`src/rtl/conv_ofm_writer_pkg.sv`:
```
// rtl/conv_ofm_writer_pkg.sv - shared layer-controller state encoding and width helper
package conv_ofm_writer_pkg;

  typedef enum logic [1:0] {
    ST_IDLE  = 2'd0,
    ST_CLEAR = 2'd1,
    ST_RUN   = 2'd2,
    ST_DONE  = 2'd3
  } layer_state_t;

  // Counter width for a 0..n-1 range; never narrower than one bit.
  function automatic int cnt_width(input int n);
    return (n > 1) ? $clog2(n) : 1;
  endfunction

endpackage

```
`src/rtl/conv_ofm_writer_addr_gen.sv`:
```
// rtl/conv_ofm_writer_addr_gen.sv - col/row/filter counters and incremental padded write address
module padded_addr_gen
  import conv_ofm_writer_pkg::*;
#(
  parameter int OFM_SIZE          = 30,
  parameter int PAD               = 2,
  parameter int NUMBER_OF_FILTERS = 8,
  parameter int NEXT_IFM_SIZE     = OFM_SIZE + 2 * PAD,
  parameter int ADDRESS_SIZE_NEXT = $clog2(NEXT_IFM_SIZE * NEXT_IFM_SIZE),
  parameter int FILT_W            = cnt_width(NUMBER_OF_FILTERS)
) (
  input  logic                         clk,
  input  logic                         reset,
  input  logic                         i_init,
  input  logic                         i_advance,
  output logic [ADDRESS_SIZE_NEXT-1:0] o_addr,
  output logic [FILT_W-1:0]            o_filt,
  output logic                         o_last
);

  localparam int POS_W = cnt_width(OFM_SIZE);
  localparam logic [POS_W-1:0]             POS_LAST   = POS_W'(OFM_SIZE - 1);
  localparam logic [FILT_W-1:0]            FILT_LAST  = FILT_W'(NUMBER_OF_FILTERS - 1);
  localparam logic [ADDRESS_SIZE_NEXT-1:0] ADDR_FIRST = ADDRESS_SIZE_NEXT'(PAD * NEXT_IFM_SIZE + PAD);
  localparam logic [ADDRESS_SIZE_NEXT-1:0] ROW_STEP   = ADDRESS_SIZE_NEXT'(2 * PAD + 1);

  logic [POS_W-1:0]             r_col;
  logic [POS_W-1:0]             r_row;
  logic [FILT_W-1:0]            r_filt;
  logic [ADDRESS_SIZE_NEXT-1:0] r_addr;
  logic                         w_col_wrap;
  logic                         w_row_wrap;

  assign w_col_wrap = (r_col == POS_LAST);
  assign w_row_wrap = w_col_wrap && (r_row == POS_LAST);

  // Row step skips the right border of this row and the left border of the next.
  always_ff @(posedge clk or negedge reset) begin
    if (!reset) begin
      r_col  <= '0;
      r_row  <= '0;
      r_filt <= '0;
      r_addr <= '0;
    end else if (i_init) begin
      r_col  <= '0;
      r_row  <= '0;
      r_filt <= '0;
      r_addr <= ADDR_FIRST;
    end else if (i_advance) begin
      if (w_row_wrap) begin
        r_col  <= '0;
        r_row  <= '0;
        r_filt <= (r_filt == FILT_LAST) ? '0 : r_filt + 1'b1;
        r_addr <= ADDR_FIRST;
      end else if (w_col_wrap) begin
        r_col  <= '0;
        r_row  <= r_row + 1'b1;
        r_addr <= r_addr + ROW_STEP;
      end else begin
        r_col  <= r_col + 1'b1;
        r_addr <= r_addr + 1'b1;
      end
    end
  end

  assign o_addr = r_addr;
  assign o_filt = r_filt;
  assign o_last = (r_filt == FILT_LAST) && w_row_wrap;

endmodule

```
`src/rtl/conv_ofm_writer.sv`:
```
// rtl/conv_ofm_writer.sv - turns the post-ReLU pixel stream into padded next-layer IFM writes
module conv_ofm_writer
  import conv_ofm_writer_pkg::*;
#(
  parameter int DATA_WIDTH        = 32,
  parameter int OFM_SIZE          = 30,
  parameter int PAD               = 2,
  parameter int NUMBER_OF_FILTERS = 8,
  parameter int CLEAR_EN          = 1,
  parameter int NEXT_IFM_SIZE     = OFM_SIZE + 2 * PAD,
  parameter int ADDRESS_SIZE_NEXT = $clog2(NEXT_IFM_SIZE * NEXT_IFM_SIZE)
) (
  input  logic                         clk,
  input  logic                         reset,
  input  logic                         start,
  input  logic [DATA_WIDTH-1:0]        data_in,
  input  logic                         data_valid,
  output logic                         ready,
  output logic [DATA_WIDTH-1:0]        wr_data,
  output logic [ADDRESS_SIZE_NEXT-1:0] wr_address,
  output logic [NUMBER_OF_FILTERS-1:0] wr_enable,
  output logic                         busy,
  output logic                         done,
  output logic                         err
);

  localparam int FILT_W = cnt_width(NUMBER_OF_FILTERS);
  localparam logic [ADDRESS_SIZE_NEXT-1:0] CLR_LAST =
    ADDRESS_SIZE_NEXT'(NEXT_IFM_SIZE * NEXT_IFM_SIZE - 1);

  layer_state_t                 r_state;
  layer_state_t                 w_next_state;
  logic [ADDRESS_SIZE_NEXT-1:0] r_clr_cnt;
  logic [DATA_WIDTH-1:0]        r_wr_data;
  logic [ADDRESS_SIZE_NEXT-1:0] r_wr_address;
  logic [NUMBER_OF_FILTERS-1:0] r_wr_enable;
  logic                         r_done;
  logic                         r_err;

  logic                         w_start;
  logic                         w_accept;
  logic                         w_overrun;
  logic                         w_clr_last;
  logic                         w_in_clear;
  logic [ADDRESS_SIZE_NEXT-1:0] w_gen_addr;
  logic [FILT_W-1:0]            w_gen_filt;
  logic                         w_gen_last;
  logic [NUMBER_OF_FILTERS-1:0] w_onehot;

  assign w_start    = start && (r_state == ST_IDLE);
  assign w_accept   = data_valid && (r_state == ST_RUN);
  assign w_overrun  = data_valid && (r_state != ST_RUN);
  assign w_clr_last = (r_clr_cnt == CLR_LAST);
  assign w_in_clear = (r_state == ST_CLEAR);

  padded_addr_gen #(
    .OFM_SIZE          (OFM_SIZE),
    .PAD               (PAD),
    .NUMBER_OF_FILTERS (NUMBER_OF_FILTERS),
    .NEXT_IFM_SIZE     (NEXT_IFM_SIZE),
    .ADDRESS_SIZE_NEXT (ADDRESS_SIZE_NEXT),
    .FILT_W            (FILT_W)
  ) u_addr_gen (
    .clk       (clk),
    .reset     (reset),
    .i_init    (w_start),
    .i_advance (w_accept),
    .o_addr    (w_gen_addr),
    .o_filt    (w_gen_filt),
    .o_last    (w_gen_last)
  );

  always_comb begin
    w_onehot = '0;
    w_onehot[w_gen_filt] = 1'b1;
  end

  always_ff @(posedge clk or negedge reset) begin
    if (!reset) r_state <= ST_IDLE;
    else        r_state <= w_next_state;
  end

  always_comb begin
    w_next_state = r_state;
    case (r_state)
      ST_IDLE:  if (start) w_next_state = (CLEAR_EN != 0) ? ST_CLEAR : ST_RUN;
      ST_CLEAR: if (w_clr_last) w_next_state = ST_RUN;
      ST_RUN:   if (w_accept && w_gen_last) w_next_state = ST_DONE;
      ST_DONE:  w_next_state = ST_IDLE;
      default:  w_next_state = ST_IDLE;
    endcase
  end

  always_ff @(posedge clk or negedge reset) begin
    if (!reset) begin
      r_clr_cnt <= '0;
    end else if (w_start) begin
      r_clr_cnt <= '0;
    end else if (w_in_clear) begin
      r_clr_cnt <= w_clr_last ? '0 : r_clr_cnt + 1'b1;
    end
  end

  // Clear writes are shadowed into the hold registers so the bus holds its last value afterwards.
  always_ff @(posedge clk or negedge reset) begin
    if (!reset) begin
      r_wr_data    <= '0;
      r_wr_address <= '0;
      r_wr_enable  <= '0;
      r_done       <= 1'b0;
      r_err        <= 1'b0;
    end else begin
      r_done <= (r_state == ST_DONE);
      if (w_overrun)    r_err <= 1'b1;
      else if (w_start) r_err <= 1'b0;
      if (w_in_clear) begin
        r_wr_data    <= '0;
        r_wr_address <= r_clr_cnt;
        r_wr_enable  <= '0;
      end else if (w_accept) begin
        r_wr_data    <= data_in;
        r_wr_address <= w_gen_addr;
        r_wr_enable  <= w_onehot;
      end else begin
        r_wr_enable  <= '0;
      end
    end
  end

  assign wr_enable  = w_in_clear ? '1 : r_wr_enable;
  assign wr_address = w_in_clear ? r_clr_cnt : r_wr_address;
  assign wr_data    = w_in_clear ? '0 : r_wr_data;
  assign ready      = (r_state == ST_RUN);
  assign busy       = (r_state == ST_CLEAR) || (r_state == ST_RUN);
  assign done       = r_done;
  assign err        = r_err;

endmodule

```
`config.mk`:
```
export PLATFORM = sky130hd
export DESIGN_NAME = conv_ofm_writer
export DESIGN_NICKNAME = d
export VERILOG_FILES = /design/src/rtl/conv_ofm_writer_pkg.sv /design/src/rtl/conv_ofm_writer_addr_gen.sv /design/src/rtl/conv_ofm_writer.sv
export SDC_FILE = /design/constraint.sdc
export NUM_CORES = 1
export LEC_CHECK = 0
export CORE_ASPECT_RATIO = 1.25
export CORE_UTILIZATION = 47
export DETAILED_ROUTE_END_ITERATION = 12
export GPL_ROUTABILITY_DRIVEN = 0
export GPL_TIMING_DRIVEN = 0
export PLACE_DENSITY = 0.77
export SETUP_SLACK_MARGIN = 0.5
export SKIP_CTS_REPAIR_TIMING = 1
export SLEW_MARGIN = 20
export SYNTH_ARGS = -nofsm -noshare
export SYNTH_HDL_FRONTEND = slang
export SYNTH_SLANG_ARGS = --single-unit
export TNS_END_PERCENT = 20
```
`constraint.sdc`:
```
create_clock -name clk -period 2.3 [get_ports clk]
set_clock_uncertainty 0.2 [all_clocks]
set_input_delay 0.23 -clock clk [delete_from_list [all_inputs] [get_ports clk]]
set_output_delay 0.23 -clock clk [all_outputs]
set_load 0.02 [all_outputs]
```
After elaboration in Yosys (flattened, before gate mapping)
Index checks and enable logic that the tools add are counted.
{"block": "classes", "n_addsub": 6, "n_lt_le_gt_ge": 2, "eq_ne": 11, "n_mux": 36, "reduce_logical": 18}
{"op": "two-way mux 11 bit", "count": 10}
{"op": "two-way mux 32 bit", "count": 3}
{"op": "two-way mux 5 bit", "count": 8}
{"op": "two-way mux 8 bit", "count": 3}
{"op": "adder 11 x 1 -> 11 bit, second input constant", "count": 2}
{"op": "two-way mux 3 bit", "count": 4}
{"op": "adder 11 x 3 -> 11 bit, second input constant", "count": 1}
{"op": "equality test 11 bit, second input constant", "count": 1}
{"op": "adder 5 x 1 -> 5 bit, second input constant", "count": 2}
{"op": "equality test 5 bit, second input constant", "count": 2}
{"op": "nonzero test 2 bit", "count": 5}
{"op": "case mux 2 bit (4 select lines)", "count": 1}
{"op": "logical AND 1 bit", "count": 7}
{"op": "two-way mux 2 bit", "count": 3}
{"op": "inequality test 2 bit, second input constant", "count": 3}
{"op": "equality test 2 bit, second input constant", "count": 2}
{"op": "< comparator 3 x 4 -> 1 bit, second input constant", "count": 1}
{"op": "AND reduction 2 bit", "count": 2}
{"op": "adder 3 x 1 -> 3 bit, second input constant", "count": 1}
{"op": "demux 1 bit (select 3 bit)", "count": 1}
{"op": "equality test 3 bit, second input constant", "count": 1}
{"op": "greater-or-equal comparator 3 x 1 -> 1 bit, second input constant", "count": 1}
{"op": "two-way mux 1 bit", "count": 3}
{"op": "AND reduction 3 bit", "count": 1}
{"op": "other kinds (5)", "count": 5}
{"block": "word_totals", "reg_bits": 90, "in_bits": 36, "out_inout_bits": 55, "word_cells": 84}

Depth between registers and ports, before layout
Gate-level depths: netlist of the first run.
{"block": "depth", "word_depth": 6, "mapped_depth": 9, "ltp_nobuf": 9}

Hierarchy
A second synthesis of the first run with hierarchy kept.
{"block": "hier_totals", "cells_unflattened": 491, "hier_area_um2": 4584.4}
{"module": "conv_ofm_writer", "instances": 1, "cells_each": 359, "area_per_inst_um2": 3240.6, "seq_area_each_um2": 1651.6}
{"module": "padded_addr_gen", "instances": 1, "cells_each": 132, "area_per_inst_um2": 1343.8, "seq_area_each_um2": 600.6}

Worst setup path before layout of the first run
No wires, ideal clock.
{"block": "synth_timing", "kind": "register -> register", "startpoint": "register r_state[0]", "endpoint": "register u_addr_gen.r_row[3]", "t_arrival_ns": 1.956, "path_slack_ns": 0.067, "stages_incl_launch_ff": 9, "path_cell_list": "dfrtp_1 -> inv_1 -> ha_1 -> buf_2 -> and2_1 -> clkbuf_1 -> a21oi_1 -> or3_1 -> a21oi_1"}
{"block": "synth_between", "elab_chain_len": 4}
{"item": "from (decl)", "line_no": "conv_ofm_writer.sv:31", "rtl": "layer_state_t r_state;"}
{"item": "from (signal assigned)", "line_no": "conv_ofm_writer.sv:80", "rtl": "else r_state <= w_next_state;"}
{"item": "equality test 2 bit"}
{"item": "named net ready", "line_no": "conv_ofm_writer.sv:18", "rtl": "output logic ready,"}
{"item": "logical AND 1 bit", "line_no": "conv_ofm_writer.sv:51", "rtl": "assign w_accept = data_valid && (r_state == ST_RUN);"}
{"item": "nonzero test 2 bit (no source line)"}
{"item": "AND reduction 2 bit (no source line)"}
{"item": "to (signal assigned)", "line_no": "conv_ofm_writer_addr_gen.sv:57", "rtl": "r_row <= r_row + 1'b1;"}
{"item": "to (decl)", "line_no": "conv_ofm_writer_addr_gen.sv:28", "rtl": "logic [POS_W-1:0] r_row;"}
The timed path passes the listed nets, and every way through them passes these cells.
A chain may end at the register's enable or synchronous reset.

Worst setup path after layout of the first run
{"block": "layout_timing", "startpoint": "register u_addr_gen.r_row[1]", "endpoint": "register r_state[1]"}
{"block": "layout_between", "elab_chain_len": 6}
{"item": "equality test 5 bit", "line_no": "conv_ofm_writer_addr_gen.sv:35", "rtl": "assign w_row_wrap = w_col_wrap && (r_row == POS_LAST);"}
{"item": "logical AND 1 bit", "line_no": "conv_ofm_writer_addr_gen.sv:35"}
{"item": "logical AND 1 bit", "line_no": "conv_ofm_writer_addr_gen.sv:68", "rtl": "assign o_last = (r_filt == FILT_LAST) && w_row_wrap;"}
{"item": "logical AND 1 bit", "line_no": "conv_ofm_writer.sv:88", "rtl": "ST_RUN: if (w_accept && w_gen_last) w_next_state = ST_DONE;"}
{"item": "inequality test 2 x 1 -> 1 bit (no source line)"}
{"item": "AND reduction 3 bit (no source line)"}
No other way between the ends.

==> results of run 1 <==
-- registers in the layout, summed over array words and instances, names as in the netlist --
name and count:
r_wr_data 32, r_clr_cnt 11, r_wr_address 11, u_addr_gen.o_addr 11, r_wr_enable 8, u_addr_gen.r_col 5, u_addr_gen.r_row 5, u_addr_gen.o_filt 3
r_state 2, done 1, err 1
-- routing by layer --
| layer | track usage (%) | up-vias | wire length [µm] |
|---|---|---|---|
| li1 | - | 1959 | - |
| met1 | 30.18 | 2040 | 5169 |
| met2 | 40.00 | 154 | 6459 |
| met3 | 4.095 | 30 | 760 |
| met4 | 8.466 | 0 | 282 |
| met5 | 0 | - | 0 |
-- worst reg2reg max path: stages, from the launching register on --
cell     delay (ns)
dfrtp_1        0.41
inv_2          0.10
ha_4           0.13
nand4_1        0.22
buf_4          0.23
o31a_1         0.24
a221o_2        0.33
mux2_4         0.30
-- worst max-delay path by stage --
stage / to / start / slack [ns]
5_1_grt: r_state[1] / u_addr_gen.r_row[1] / -0.007
3_5_place_dp: wr_enable[6] / r_state[1] / -0.52
2_1_floorplan: r_state[1] / u_addr_gen.r_col[1] / 0.31
6_report: r_state[1] / u_addr_gen.r_row[1] / 0.02
4_1_cts: wr_enable[6] / r_state[1] / -0.89
3_3_place_gp: r_wr_address[8] / reset / -2.45
-- cell usage after synthesis (all sizes together) (2+ instances only) --
library cell,instances
a21o,2
a21oi,46
a221o,2
a22o,12
a311oi,3
a31oi,9
a41oi,3
and2,3
buf,5
clkbuf,21
dfrtp,90
ha,14
inv,23
nand2,114
nand3,8
nand4,5
nor2,22
nor2b,33
nor3,10
nor3b,4
nor4,5
nor4b,2
o21ai,25
o31a,2
o31ai,2
or2,8
or3,4
xnor2,4
xor2,3
-- cells in the final DEF (no fill, tap or decap), drive strengths merged, types with 8 or more instances in the layout --
cell type      instances
nor2b                 33
nand2                114
dfrtp                 90
nor3                  10
a31oi                  9
clkdlybuf4s50         37
a21oi                 46
a22o                  12
inv                   23
nand3                  8
dlymetal6s2s          19
or2                    8
clkbuf                30
ha                    14
o21ai                 25
buf                   71
nor2                  22
-- final cells by class --
type	instances	share of cell area [%]
clock inverters	3	1.006
flip-flops and latches	90	34.93
well taps	123	2.379
repair buffers	121	18.09
multi-input cells	358	34.93
clock buffers	11	3.752
inverters	23	1.412
plain buffers	26	3.501
-- stage by stage --
stage	cells	power, mW
6_report	755	3.251
5_1_grt	755	3.334
3_3_place_gp	710	1.708
2_1_floorplan	497	1.614
4_1_cts	725	3.253
3_5_place_dp	711	1.714
-- power by group --
| group | leakage [nW] | switching [mW] | internal [mW] |
|---|---|---|---|
| combinational | 1.76 | 0.0453 | 0.0582 |
| clock | 0.151 | 0.596 | 0.968 |
| sequential | 1.18 | 0.0000000000000000184 | 1.58 |
| total | 3.09 | 0.642 | 2.61 |
-- logic make-up (layout without fill, tap and decap cells) --
group,after synthesis,after routing
xor+xnor,7,7
fa+ha+maj,14,14
simple gates,221,221
mux,2,2
compound gates,114,114
buf+inv,49,184
flops,90,90
==> results.txt, run 1 <==
Initial Util = 48.75%
Clock sink count = 90
Clock root cell = clkbuf_16
Horiz. Die Dim = 89.25 µm
Max Cap Viol = 0
Post-Synth Simple-Gate Area = 23.61%
TritonCTS Buffers = 9
Critical path arrival = 2.30 ns
Biggest area consumer among synthesized cells = dfrtp_1
Critical Path Slowest Stage Cell = dfrtp_1
First-pass GRT wire length = 18,240 µm
Worst path cell trace = inv_2 -> ha_4 -> nand4_1 -> buf_4 -> o31a_1 -> a221o_2 -> mux2_4
GRT overflow = 0
Post-synth ARST share = 100.0%
Fraction of synthesized area in multiplexers = 0.5596%
Final setup viols = 0
R2R depth = 7
H-tree levels = 3
Status = finished, final reports clean
CTS clk-pin slew, worst paths = 0.06 ns
Die ar. = 0.009911 mm²
CTS tree = built
Max Slew Vio Count = 0
Synth Area in Compound Gates = 15.95%
Syn_nets = 547
Area fraction of the dominant cell type after synthesis = 50.36%
Post-synthesis register bit count = 90
Critical Path End Type = register
Tightest Pin Transition = 0.5237 ns
Clk_lat worst skew = 0.34 ns
Drt wl/cell = 16.78 µm
Proportion of layout cells with a drive suffix above 1 = 23.26%
Core ar. = 0.009174 mm²
Max Clock Freq = 0.4389 GHz
Post-synth EDFFs = 0
Final worst slack = 0.02167 ns
Antenna violation net count after detailed routing = 0
Max VDD drop = 0.3741 mV
Total wire length = 12,670 µm
Synth area leaders = dfrtp_1 (50%), nand2_1 (9.6%), a21oi_1 (5.1%)
Max-slew headroom = 65.09%
Leakage = 3.092 nW
R2R Setup Slk = 0.02 ns
Worst Hold Class = in -> async
Fillers = 696
# IOs = 91
Cell count after synthesis = 497
Diode count = 0
Xor and xnor area share after synthesis = 1.371%
Row count = 39
FF/Latch Area = 0.002260 mm²
Final #Nets = 679
Port Buf Inserts = 90
Initial antenna violation count = 0
Main synth FF type = dfrtp_1
Period Utilization, post-route = 99.06%
Worst path top cell family by delay = compound AO/OA/AOI/OAI gates
GRT Total Usage = 23.74%
Hold Vio Cnt, Final = 0
CP startpoint kind = register
Crit path max fanout = 4
Routed vias = 4,183
Fraction of the mapped netlist area in adder cells = 3.917%
Crit path required time = 2.33 ns
Synth cell types = 50
R2r endpoint = r_state[1]
Vias in the first global route = 3,958
Post-synthesis sequential area ratio = 50.36%
Synth-to-layout area growth = 44.66%
Worst path depth = 7
Largest net degree at the start of global routing = 57
Post-Place Worst Slack = -0.5169 ns
Die Y = 111.1 µm
Multi-input gate area = 0.002260 mm²
Vias/cell = 5.540
Post-Syn Area = 0.004472 mm²
Main combinational cell family by area after synthesis = simple AND/OR/NAND/NOR gates
Crit Path Category = reg -> reg
Max clock buf depth = 2
RSZ-0062 raised after global routing = true
Half-perimeter wire length after placement = 7981 µm
Worst path buffer plus inverter count = 2
Worst hold slack = 0.2109 ns
Max stage delay on crit path = 0.41 ns
Yosys Warn Count = 0
DP Area = 0.005723 mm²
Final instance area = 0.006469 mm²
Minimum clock period = 2.278 ns
1st-iter DRT viols = 336
Worst r2r src = u_addr_gen.r_row[1]
Setup TNS = 0 ns
Pwr dens = 502.6 mW/mm²
Mean post-synth cell area = 8.998 µm²
1st-pass router iterations = 5
DRC = 0
Final Util = 70.51%
Power figures use the tool's default switching activity.
==> run 2: changes to the inputs <==
--- a/config.mk
+++ b/config.mk
@@ -11,9 +11,9 @@
 export GPL_ROUTABILITY_DRIVEN = 0
 export GPL_TIMING_DRIVEN = 0
 export PLACE_DENSITY = 0.77
+export RECOVER_POWER = 100
 export SETUP_SLACK_MARGIN = 0.5
 export SKIP_CTS_REPAIR_TIMING = 1
-export SLEW_MARGIN = 20
 export SYNTH_ARGS = -nofsm -noshare
 export SYNTH_HDL_FRONTEND = slang
 export SYNTH_SLANG_ARGS = --single-unit
==> run 2 against run 1 <==
Sequential share of layout area grew 0.10 points. Total power shrank 0.27%. Routed wire length decreased by 0.24%. Worst setup slack lost 0.0043 ns. Via count grew 0.43%. Register-to-register slack hardly changed. Flip-flop and latch count is the same. Non-clock buffer count is the same. Critical path depth is the same. Utilization is 0.25 points lower. Highest routed layer unchanged. Final cell count is the same. Maximum frequency is 0.19% lower.
==> results.txt, run 2 (same netlist as run 1, synthesis figures left out) <==
Pwr dens = 503.0 mW/mm² (about the same)
R2R depth = 7 (unchanged)
Power after layout = 3.242 mW (-0.27%)
Max stage delay on crit path = 0.41 ns (about the same)
Hold path cells = 3
Largest net degree at the start of global routing = 57 (unchanged)
Max Cap Viol = 0 (unchanged)
CTS clk-pin slew, worst paths = 0.06 ns (about the same)
Max clock buf depth = 2 (unchanged)
Total wire length = 12,640 µm (-0.24%)
Max-slew headroom = 36.02% (-29 points)
Routed vias = 4,201 (+0.43%)
Half-perimeter wire length after placement = 7981 µm (unchanged)
GRT overflow = 0 (unchanged)
Horiz. Die Dim = 89.25 µm (unchanged)
Fillers = 704 (+1.1%)
Post-Place Worst Slack = -0.5169 ns (unchanged)
Worst path top cell family by delay = compound AO/OA/AOI/OAI gates
Setup TNS = 0 ns (unchanged)
Port Buf Inserts = 90 (unchanged)
Hold Vio Cnt, Final = 0 (unchanged)
1st-iter DRT viols = 333 (-0.89%)
Row count = 39 (unchanged)
Critical path arrival = 2.31 ns (about the same)
Final setup viols = 0 (unchanged)
TritonCTS Buffers = 9 (unchanged)
Vias/cell = 5.564 (+0.43%)
Clk_lat worst skew = 0.34 ns (about the same)
Antenna violation net count after detailed routing = 0 (unchanged)
Initial Util = 48.75% (unchanged)
Critical Path End Type = register
Final #Nets = 679 (unchanged)
Diode count = 0 (unchanged)
H-tree levels = 3 (unchanged)
Layout Cells excl Fill = 755 (unchanged)
1st-pass router iterations = 5 (unchanged)
Status = finished, final reports clean
Final instance area = 0.006446 mm² (-0.35%)
Synth-to-layout area growth = 44.15%
Crit path required time = 2.33 ns (about the same)
Max reg flops = 32 (unchanged)
Final Util = 70.27% (-0.25 points)
Max Clock Freq = 0.4381 GHz (-0.19%)
Largest register by flop count = r_wr_data
Die Y = 111.1 µm (unchanged)
Proportion of layout cells with a drive suffix above 1 = 22.78% (-0.47 points)
Worst Hold Class = in -> reg
DRC = 0 (unchanged)
Die ar. = 0.009911 mm² (unchanged)
Crit Path Category = reg -> reg
DP Area = 0.005723 mm² (unchanged)
Most frequent cells in the layout = nand2_1 (113), dfrtp_1 (85), a21oi_1 (43)
Leakage = 3.085 nW (-0.22%)
Initial antenna violation count = 0 (unchanged)
CP startpoint kind = register
Clock sink count = 90 (unchanged)
RSZ-0062 raised after global routing = true
Worst hold slack = 0.2357 ns (+0.02474 ns)
GRT Total Usage = 23.74% (unchanged)
Worst path depth = 7 (unchanged)
Worst path buffer plus inverter count = 2 (unchanged)
Commonest non-fill, non-tap cell in the layout = nand2_1
Drt wl/cell = 16.74 µm (-0.24%)
Vias in the first global route = 3,958 (unchanged)
Final worst slack = 0.01736 ns (-0.004317 ns)
Core ar. = 0.009174 mm² (unchanged)
Inst Count DP = 711 (unchanged)
# IOs = 91 (unchanged)
Clock root cell = clkbuf_16
Tightest Pin Transition = 0.9598 ns (+0.4361 ns)
Crit path max fanout = 4 (unchanged)
First-pass GRT wire length = 18,240 µm (unchanged)
CTS tree = built
Max VDD drop = 0.3741 mV (about the same)
Critical Path Slowest Stage Cell = dfrtp_1
Worst path cell trace = inv_2 -> ha_4 -> nand4_1 -> buf_4 -> o31a_1 -> a221o_2 -> mux2_4
Max Slew Vio Count = 0 (unchanged)
Period Utilization, post-route = 99.25% (+0.19 points)
Minimum clock period = 2.283 ns (+0.004317 ns)
-- run 2: cell types whose count changed in the layout (fill, tap and decap cells not counted), sizes merged --
cell	change
dlymetal6s2s	-1
buf	-2
dlygate4sd3	+2
clkdlybuf4s50	-2
clkbuf	+3
-- run 2: worst paths after layout --
check,endpoint,slack [ns],from
hold / removal,r_wr_data[11],0.24,data_in[11]
setup reg to reg,r_state[1],0.02,u_addr_gen.r_row[1]
hold reg to reg,err,0.28,err
setup / recovery,r_state[1],0.02,u_addr_gen.r_row[1]
max in group asynchronous,r_clr_cnt[0],0.72,reset
min in group asynchronous,r_wr_data[28],0.38,reset
-- run 2: cell type report --
cell class	instances	area [µm²]	area share [%]
Sequential cell	90	2258	35.04
Clock buffer	11	242.7	3.766
Inverter	23	91.34	1.417
Buffer	26	226.5	3.513
Clock inverter	3	65.06	1.009
Tap cell	123	153.9	2.387
Timing Repair Buffer	121	1151	17.86
Multi-Input combinational cell	358	2257	35.02
-- run 2: metal layers --
metal  GRT usage [%]  part of all wire (%)
met1           30.18                    40
met2           40.00                    51
met3           4.095                   6.2
met4           8.466                   2.1
met5               0                     0
-- run 2: where the power goes --
group / leakage [nW] / switching, mW / internal (mW) / total [mW]
Combinational: 1.75 / 0.0449 / 0.0577 / 0.103
Clock: 0.151 / 0.589 / 0.968 / 1.56
Sequential: 1.18 / 0.0000000000000000166 / 1.58 / 1.58
Total: 3.08 / 0.633 / 2.61 / 3.24
-- run 2: worst min-delay path, cell delays in order --
cell	delay, ns
clkdlybuf4s50_1	0.40
nand2_1	0.06
a21oi_1	0.05
==> run 3: changes to the inputs <==
--- a/config.mk
+++ b/config.mk
@@ -5,12 +5,10 @@
 export SDC_FILE = /design/constraint.sdc
 export NUM_CORES = 1
 export LEC_CHECK = 0
-export CORE_ASPECT_RATIO = 1.25
-export CORE_UTILIZATION = 47
+export CORE_UTILIZATION = 35
 export DETAILED_ROUTE_END_ITERATION = 12
 export GPL_ROUTABILITY_DRIVEN = 0
 export GPL_TIMING_DRIVEN = 0
-export PLACE_DENSITY = 0.77
 export RECOVER_POWER = 100
 export SETUP_SLACK_MARGIN = 0.5
 export SKIP_CTS_REPAIR_TIMING = 1
==> run 3 against run 2 <==
Routed wire length decreased by 5.9%. Die area grew 34%. Final cell count is 6.5% higher. Flip-flop and latch count unchanged. Sequential share of layout area shrank 0.49 points. Maximum frequency grew 6.7%. Count of clock-buffer cells in the layout increased by 1. Cell area grew 1.4%. Critical path type unchanged.
==> results.txt, run 3 (same netlist as run 1, synthesis figures left out) <==
Most frequent cells in the layout = nand2_1 (112), dfrtp_1 (86), a21oi_1 (44)
CTS tree = built
RSZ-0062 raised after global routing = true
Internal power = 2.620 mW (+0.43%)
Critical Path End Type = register
Die Y = 115.0 µm (+3.6%)
Sw power = 0.6553 mW (+3.4%)
Clk network pwr share = 48.7% (+0.7 points)
GRT Total Usage = 18.09% (-5.6 points)
Clock sink count = 90 (unchanged)
Critical Path Slowest Stage Cell = a221o_2
Comb power frac = 3.0% (-0.2 points)
Critical path arrival = 2.16 ns (-0.15 ns)
Fillers = 1,148 (+63%)
Crit path required time = 2.32 ns (about the same)
Leakage = 3.120 nW (+1.1%)
Crit path max fanout = 8 (+4)
Commonest non-fill, non-tap cell in the layout = nand2_1
Half-perimeter wire length after placement = 8216 µm (+2.9%)
Max reg flops = 32 (unchanged)
Die ar. = 0.01323 mm² (+34%)
Drt wl/cell = 14.79 µm (-12%)
Antenna violation net count after detailed routing = 0 (unchanged)
Max Cap Viol = 0 (unchanged)
R2R Setup Slk = 0.16 ns (+0.14 ns)
H-tree levels = 3 (unchanged)
Worst Hold Class = in -> reg
Vias in the first global route = 3,735 (-5.6%)
DRC = 0 (unchanged)
Synth-to-layout area growth = 46.11%
TritonCTS Buffers = 9 (unchanged)
Row count = 40 (+2.6%)
Tightest Pin Transition = 1.199 ns (+0.2388 ns)
Period Utilization, post-route = 93.05% (-6.2 points)
Clock root cell = clkbuf_16
Setup TNS = 0 ns (unchanged)
Max clock buf depth = 2 (unchanged)
Largest net degree at the start of global routing = 48 (-16%)
Max Slew Vio Count = 0 (unchanged)
Max Clock Freq = 0.4673 GHz (+6.7%)
1st-iter DRT viols = 235 (-29%)
Vias/cell = 4.964 (-11%)
Routed vias = 3,991 (-5.0%)
Worst path buffer plus inverter count = 1 (-1)
Initial Util = 36.62% (-12 points)
Worst hold slack = 0.2327 ns (-0.002923 ns)
Hold Vio Cnt, Final = 0 (unchanged)
GRT overflow = 0 (unchanged)
Minimum clock period = 2.140 ns (-0.1425 ns)
Core ar. = 0.01221 mm² (+33%)
Final #Nets = 681 (+0.29%)
Diode count = 0 (unchanged)
Switching Share = 20.01% (+0.47 points)
Proportion of layout cells with a drive suffix above 1 = 23.74% (+0.96 points)
Worst path cell trace = buf_2 -> nor4_4 -> nand3_2 -> a221o_2 -> mux2_4
Sequential power share = 48.3% (-0.5 points)
Horiz. Die Dim = 115.0 µm (+29%)
Max-slew headroom = 20.09% (-16 points)
Status = finished, final reports clean
# IOs = 91 (unchanged)
Clk_lat worst skew = 0.34 ns (about the same)
Worst path top cell family by delay = simple AND/OR/NAND/NOR gates
Crit Path Category = reg -> reg
Initial antenna violation count = 0 (unchanged)
CTS clk-pin slew, worst paths = 0.06 ns (about the same)
Max stage delay on crit path = 0.44 ns (+0.03 ns)
Final setup viols = 0 (unchanged)
Port Buf Inserts = 90 (unchanged)
First-pass GRT wire length = 18,690 µm (+2.5%)
Max VDD drop = 0.3167 mV (-15%)
Largest register by flop count = r_wr_data
Pwr dens = 501.3 mW/mm² (-0.33%)
CP startpoint kind = register
1st-pass router iterations = 4 (-1)
Total wire length = 11,890 µm (-5.9%)
## run 3: final timing paths
kind	start	to	cells after the start
setup / recovery	r_clr_cnt[2]	r_state[1]	5
hold / removal	data_in[1]	r_wr_data[1]	3
setup reg to reg	r_clr_cnt[2]	r_state[1]	5
hold reg to reg	err	err	2
max in group asynchronous	reset	r_clr_cnt[0]	3
min in group asynchronous	reset	r_wr_data[26]	2
## run 3: worst register-to-register path: stages, from the launching register on
cell,delay (ns)
dfrtp_1,0.37
buf_2,0.19
nor4_4,0.33
nand3_2,0.19
a221o_2,0.44
mux2_4,0.31
## run 3: final cells by class
class	instances	area (µm²)	area share, %
clock inverter	4	75.07	1.149
sequential	90	2257	34.55
timing repair buffer	123	1152	17.64
tap	168	210.2	3.217
clock buffer	12	246.5	3.772
buffer	26	234.0	3.581
multi-input combinational	358	2270	34.74
inverter	23	88.84	1.360
## run 3: per-stage QoR
step                      cells  util [%]  setup slack, ns  power [mW]  area, µm²
after global placement      755     47.12           -2.702       1.711       5754
after global routing        804     53.50          0.07664       3.396       6534
final                       804     53.50           0.1598       3.275       6534
after floorplan             497         -           0.3141       1.614       4643
after detailed placement    756     47.33          -0.5547       1.715       5779
after CTS                   772     49.96          -0.9245       3.314       6101
## run 3: power groups by stage
stage	sequential, mW	combinational (mW)	clock (mW)
detailed placement	1.61	0.103	0
finish	1.58	0.0977	1.60
global placement	1.61	0.0977	0
floorplan	1.61	0.00132	0
CTS	1.58	0.104	1.63
global route	1.58	0.109	1.71
## run 3: metal layers
layer	up-vias	track usage [%]	share of wire, %	routed length (µm)
li1	1966	-	-	-
met1	1908	25.57	49	5886
met2	103	27.75	44	5216
met3	14	2.899	5.0	590
met4	0	7.273	1.7	199
met5	-	0	0	0
